File: config.mk
export PLATFORM = sky130hd
export DESIGN_NAME = pipeline_hazard_ctrl
export DESIGN_NICKNAME = d
export VERILOG_FILES = /design/src/rtl/pipe_ctrl_pkg.sv /design/src/rtl/md_busy_timer.sv /design/src/rtl/pipeline_hazard_ctrl.sv
export SDC_FILE = /design/constraint.sdc
export NUM_CORES = 1
export LEC_CHECK = 0
export CORE_MARGIN = 10
export CORE_UTILIZATION = 48
export DETAILED_ROUTE_END_ITERATION = 16
export GPL_TIMING_DRIVEN = 0
export PLACE_DENSITY = 0.84
export SLEW_MARGIN = 20
export SYNTH_ARGS = -nofsm -noshare
export SYNTH_HDL_FRONTEND = slang
export SYNTH_SLANG_ARGS = --single-unit
File: constraint.sdc
create_clock -name clk -period 4 [get_ports clk]
set_input_delay 0.4 -clock clk [delete_from_list [all_inputs] [get_ports clk]]
set_output_delay 0.4 -clock clk [all_outputs]
set_load 0.02 [all_outputs]
File: src/rtl/pipe_ctrl_pkg.sv
// Shared pipeline-control types and constants.
// Imported by the hazard controller and the pipeline register modules.
package pipe_ctrl_pkg;

  typedef enum logic {
    MD_IDLE = 1'b0,
    MD_BUSY = 1'b1
  } md_state_t;

  localparam logic [4:0] REG_ZERO = 5'd0;

  localparam int NOP_EX_W = 5;
  localparam int NOP_M_W  = 3;
  localparam int NOP_WB_W = 2;

  function automatic int md_cnt_w(input int lat);
    return $clog2(lat + 1);
  endfunction

endpackage

File: src/rtl/md_busy_timer.sv
// Mult/div occupancy tracker: MD_LAT busy cycles per accepted start.
// The unit is older than any branch, so nothing but reset cancels it.
module md_busy_timer
  import pipe_ctrl_pkg::*;
#(
  parameter int MD_LAT = 8
) (
  input  logic clk,
  input  logic reset,
  input  logic start_accept,
  output logic busy
);

  localparam int W = md_cnt_w(MD_LAT);

  md_state_t      state;
  logic [W-1:0]   md_cnt;

  // Busy FSM with countdown; idles after the cycle where md_cnt is 1.
  always_ff @(negedge clk) begin
    if (!reset) begin
      state  <= MD_IDLE;
      md_cnt <= '0;
    end else begin
      unique case (state)
        MD_IDLE: begin
          if (start_accept) begin
            state  <= MD_BUSY;
            md_cnt <= W'(MD_LAT);
          end
        end
        MD_BUSY: begin
          if (md_cnt == W'(1)) begin
            state  <= MD_IDLE;
            md_cnt <= '0;
          end else begin
            md_cnt <= md_cnt - W'(1);
          end
        end
        default: begin
          state  <= MD_IDLE;
          md_cnt <= '0;
        end
      endcase
    end
  end

  assign busy = (state == MD_BUSY);

endmodule

File: src/rtl/pipeline_hazard_ctrl.sv
// Hazard/sequencing control for the 5-stage pipeline.
// Priority: taken branch, then mult/div stall, then load-use stall.
module pipeline_hazard_ctrl
  import pipe_ctrl_pkg::*;
#(
  parameter int MD_LAT = 8,
  parameter int CW     = 16
) (
  input  logic          clk,
  input  logic          reset,
  input  logic [4:0]    id_rs,
  input  logic [4:0]    id_rt,
  input  logic          id_uses_rt,
  input  logic          ex_mem_read,
  input  logic [4:0]    ex_rt,
  input  logic          ex_branch_taken,
  input  logic          id_md_start,
  input  logic          id_md_use,
  output logic          pc_write,
  output logic          if_id_write,
  output logic          if_id_flush,
  output logic          id_ex_flush,
  output logic          md_busy,
  output logic [CW-1:0] stall_count
);

  logic lu_haz;
  logic md_haz;
  logic md_run;
  logic start_accept;

  assign lu_haz = ex_mem_read
                & (ex_rt != REG_ZERO)
                & ((ex_rt == id_rs)
                 | (id_uses_rt & (ex_rt == id_rt)));

  assign md_haz = md_run & (id_md_start | id_md_use);

  // A start advances to EX only when idle, unsquashed and unstalled.
  assign start_accept = id_md_start
                      & ~ex_branch_taken
                      & ~lu_haz
                      & ~md_run;

  md_busy_timer #(
    .MD_LAT(MD_LAT)
  ) u_timer (
    .clk         (clk),
    .reset       (reset),
    .start_accept(start_accept),
    .busy        (md_run)
  );

  // Pipeline register controls; a taken branch squashes any ID hazard.
  always_comb begin
    pc_write    = 1'b1;
    if_id_write = 1'b1;
    if_id_flush = 1'b0;
    id_ex_flush = 1'b0;
    if (!reset) begin
      pc_write    = 1'b1;
    end else if (ex_branch_taken) begin
      if_id_flush = 1'b1;
      id_ex_flush = 1'b1;
    end else if (md_haz | lu_haz) begin
      pc_write    = 1'b0;
      if_id_write = 1'b0;
      id_ex_flush = 1'b1;
    end
  end

  assign md_busy = reset & md_run;

  // Saturating count of cycles the PC was held.
  always_ff @(negedge clk) begin
    if (!reset) begin
      stall_count <= '0;
    end else if (!pc_write && (stall_count != {CW{1'b1}})) begin
      stall_count <= stall_count + CW'(1);
    end
  end

endmodule

---- Word-level counts from Yosys, hierarchy flattened ----
Cells that the tools add are included.
operators by class
  add/subtract/negate cells ............... 2
  equality and inequality tests ........... 5
  bitwise logic cells ..................... 14
  mux-type cells .......................... 14
  reductions and logical operators ........ 3
operator list
  operator                                                                number
  16-bit by 1-bit adder with 16-bit output (second input constant)        1
  16-bit inequality test (second input constant)                          1
  5-bit equality test                                                     2
  1-bit 2-to-1 mux                                                        10
  1-bit AND                                                               8
  4-bit 2-to-1 mux                                                        2
  4-bit case mux with 2 select lines                                      1
  5-bit nonzero test                                                      1
  4-bit by 1-bit equality test with 1-bit output (second input constant)  1
  4-bit by 1-bit subtractor with 4-bit output (second input constant)     1
  1-bit NOT                                                               3
  1-bit OR                                                                3
  2-bit inequality test (second input constant)                           1
  1-bit case mux with 2 select lines                                      1
  1-bit logical AND                                                       1
  1-bit zero test                                                         1
word-level totals
  output and inout port bits .............. 21
  register bits ........................... 21
  word-level logic and storage cells ...... 41

---- Longest topological paths before layout ----
  depth in word-level cells ............... 10
  mapped depth ............................ 8
  mapped depth without buffers ............ 7

---- Cells and area by module ----
A second synthesis with hierarchy kept.
second synthesis, totals
  cell total of the unflattened synthesis .. 163
  area total of the unflattened synthesis .. 1346.3 µm²
by module, submodules not included
  module                area an instance (µm²)  times used  cells an instance  sequential area each (µm²)
  pipeline_hazard_ctrl  1067.3                  1           132                320.3
  md_busy_timer         279.0                   1           31                 100.1

==> impl_metrics.yaml <==
logic_synthesis:
  async_reset_ff_share_pct: 0
  yosysUniqueCellTypes: 43
  seq_area_frac_synth_pct: 33.0
  synthesis.nets: 180
  synth_edf_count: 0
  ys_warn_count: 0
  netlist_instances: 155
  syn_area_mm2: 0.00127
  synth-seq-cells: 21
  synth_area_per_cell_um2: 8.22
  ys.flop_type: "dfxtp_1"
cts:
  cts_hold_buf: 0
  cts.reportedPaths.clkPinSlew_ns: 0.04
  htreeDepth: 1
  cts_buffer_depth: 2
  cts_root_buffer: "clkbuf_4"
  numCtsBuffers: 3
  cts_tree: "built"
  cts_sinks: 21
  insertion_delay_ns: 0.42
worst_setup_path:
  critical_path_arrival_ns: 2.37
  setup.worst_path.start_class: "input port"
  crit_type: "input port to flip-flop"
  ff2ff_path_depth: 7
  required_ns: 2.32
  critical_path.max_fanout: 6
  worst_setup_path_end_kind: "flip-flop"
route:
  vias: 1531
  postRouteAntennaNets: 0
  drc: 0
  avgViaCountPerCell: 6.05
  wl_um: 4750
  detail_route.iter0.violations: 101
  first_pass_iters: 4
  post_drt_wl_per_cell_um: 18.8
power_and_ir_drop:
  peakVddDrop_v: 0.000315
  p_leak_nw: 0.798
  p_per_area_mw_per_mm2: 288
  totalPowerFinal_uw: 601
layout:
  nNetsFinal: 249
  final_cell_mix: "clkdlybuf4s50_1 (30), inv_1 (26), dfxtp_1 (20)"
  finish.utilization_pct: 83.4
  final_common_cell: "clkdlybuf4s50_1"
  syn_to_final_growth_pct: 63.7
  num_antenna_cells: 0
  stdcell_count: 253
  drive_above_1_share_pct: 19.3
global_route:
  use_met1_pct: 16.4
  gr-usage-all-layers_pct: 16.0
  antenna_found_initial: 0
  grt_pass1_vias: 1465
  grt-ovfl-total: 0
  top_usage_layer: "met2"
  grt_pass1_wl_um: 6900
  use_met3_pct: 5.79
  gr-usage-met2_pct: 28.4
  grt_max_degree: 13
timing:
  fin_skew_ns: 0.0413
  fin_ws_ns: -0.0506
  hold_viol: 0
  setup_viol: 2
  tightest_slew_ns: 0.642
  relSlewSlack_pct: 57.2
  slew_viol_final: 0
  hold_slack_ns: 0.502
  grt_setup_unrepaired: "yes"
placed_design:
  place_ws_ns: -0.587
  dpl.hpwl_um: 2970
  routabilityCongestion: 0.883
  placed_cells: 227
  portBuffers: 42
run:
  drv_cap: 0
outcome:
  violations: "negative setup slack"
  outcome: "finished, violations left"
floorplan:
  start_util_pct: 51.0
  io_pins: 43
  core_mm2: 0.00250
  fp.dieW_um: 71.5
  chipHeight_um: 71.5
  core.rowCount: 18
  dieArea_mm2: 0.00511
min_path:
  hold_depth: 2
  min_path_type: "flip-flop to flip-flop"
==> worst paths after layout <==
path,from,endpoint,slack [ns]
setup / recovery,ex_branch_taken,stall_count[15]$_SDFFE_NN0P_,-0.05
hold / removal,stall_count[10]$_SDFFE_NN0P_,stall_count[10]$_SDFFE_NN0P_,0.50
setup reg to reg,stall_count[2]$_SDFFE_NN0P_,stall_count[1]$_SDFFE_NN0P_,1.62
hold reg to reg,stall_count[10]$_SDFFE_NN0P_,stall_count[10]$_SDFFE_NN0P_,0.50
==> per-layer routing <==
metal	up-vias	share of wire (%)
met5	-	0
met4	0	3.2
met3	24	6.8
met2	69	54
met1	733	36
li1	705	-
==> power by group <==
| part | switching, mW | internal (mW) | total, mW |
|---|---|---|---|
| Clock | 0.146 | 0.129 | 0.275 |
| Sequential | 0.00535 | 0.214 | 0.220 |
| Combinational | 0.0558 | 0.0500 | 0.106 |
==> logic make-up (layout without fill, tap and decap cells) <==
family	count (synthesis)	after routing	synth area share, %
AO/OA/AOI/OAI	36	36	18.2
flip-flops	21	21	33.0
multiplexers	4	4	3.14
adder cells (fa/ha/maj)	3	3	2.95
XOR/XNOR	10	10	6.88
AND/OR/NAND/NOR	68	68	30.9
buffers and inverters	13	81	4.91
==> worst max-delay path, stage by stage <==
cell,delay [ns]
clkdlybuf4s50_1,0.55
nand2b_2,0.31
nor4_4,0.27
nand3b_1,0.23
or4_4,0.47
a21oi_2,0.14
==> cell usage after synthesis, types with 2 or more instances <==
cell,count,area share (%)
dfxtp_1,21,33
nand2_1,17,5.0
a21oi_1,11,4.3
xor2_1,9,6.2
nor2_1,8,2.4
inv_1,6,1.8
nor3_1,6,2.4
o21ai_0,6,2.4
nand4_1,5,2.5
o31ai_1,5,2.9
or4_1,5,2.9
mux2i_1,4,3.1
nand3b_1,4,2.4
clkbuf_1,3,0.88
ha_1,3,2.9
nand2b_1,3,1.5
nand3_1,3,1.2
o21a_1,3,1.8
or3_1,3,1.5
and2_1,2,0.98
buf_2,2,0.79
nor2b_1,2,0.98
nor4_2,2,2.0
nor4b_1,2,1.4
o211ai_1,2,1.2
==> cell type report <==
cell class / count / area [µm²]
Tap cell: 30 / 37.5
Fill cell: 143 / 415
Multi-Input combinational cell: 121 / 970
Clock inverter: 22 / 109
Inverter: 5 / 18.8
Buffer: 6 / 47.5
Timing Repair Buffer: 45 / 455
Clock buffer: 3 / 22.5
Sequential cell: 21 / 424
==> through the flow <==
stage | setup TNS, ns | instance area, µm²
final | -0.101 | 2080
after global routing | -0.594 | 2080
after CTS | -0.00218 | 1910
after detailed placement | -11.28 | 1730
after global placement | -9.91 | 1730
after floorplan | 0 | 1270
==> sequential cells by signal, indices dropped and copies added (netlist names) <==
signal	count
u_timer.md_cnt	4
u_timer.busy	1
stall_count	16
==> repair_timing <==
action / 4_1_cts / 5_1_grt
buffers inserted: 1 / 1
pin swaps: 8 / 11
gates cloned: 0 / 1
endpoints found under the setup margin: 21 / 16
gates resized for setup: 26 / 31
Power figures use the tool's default switching activity.
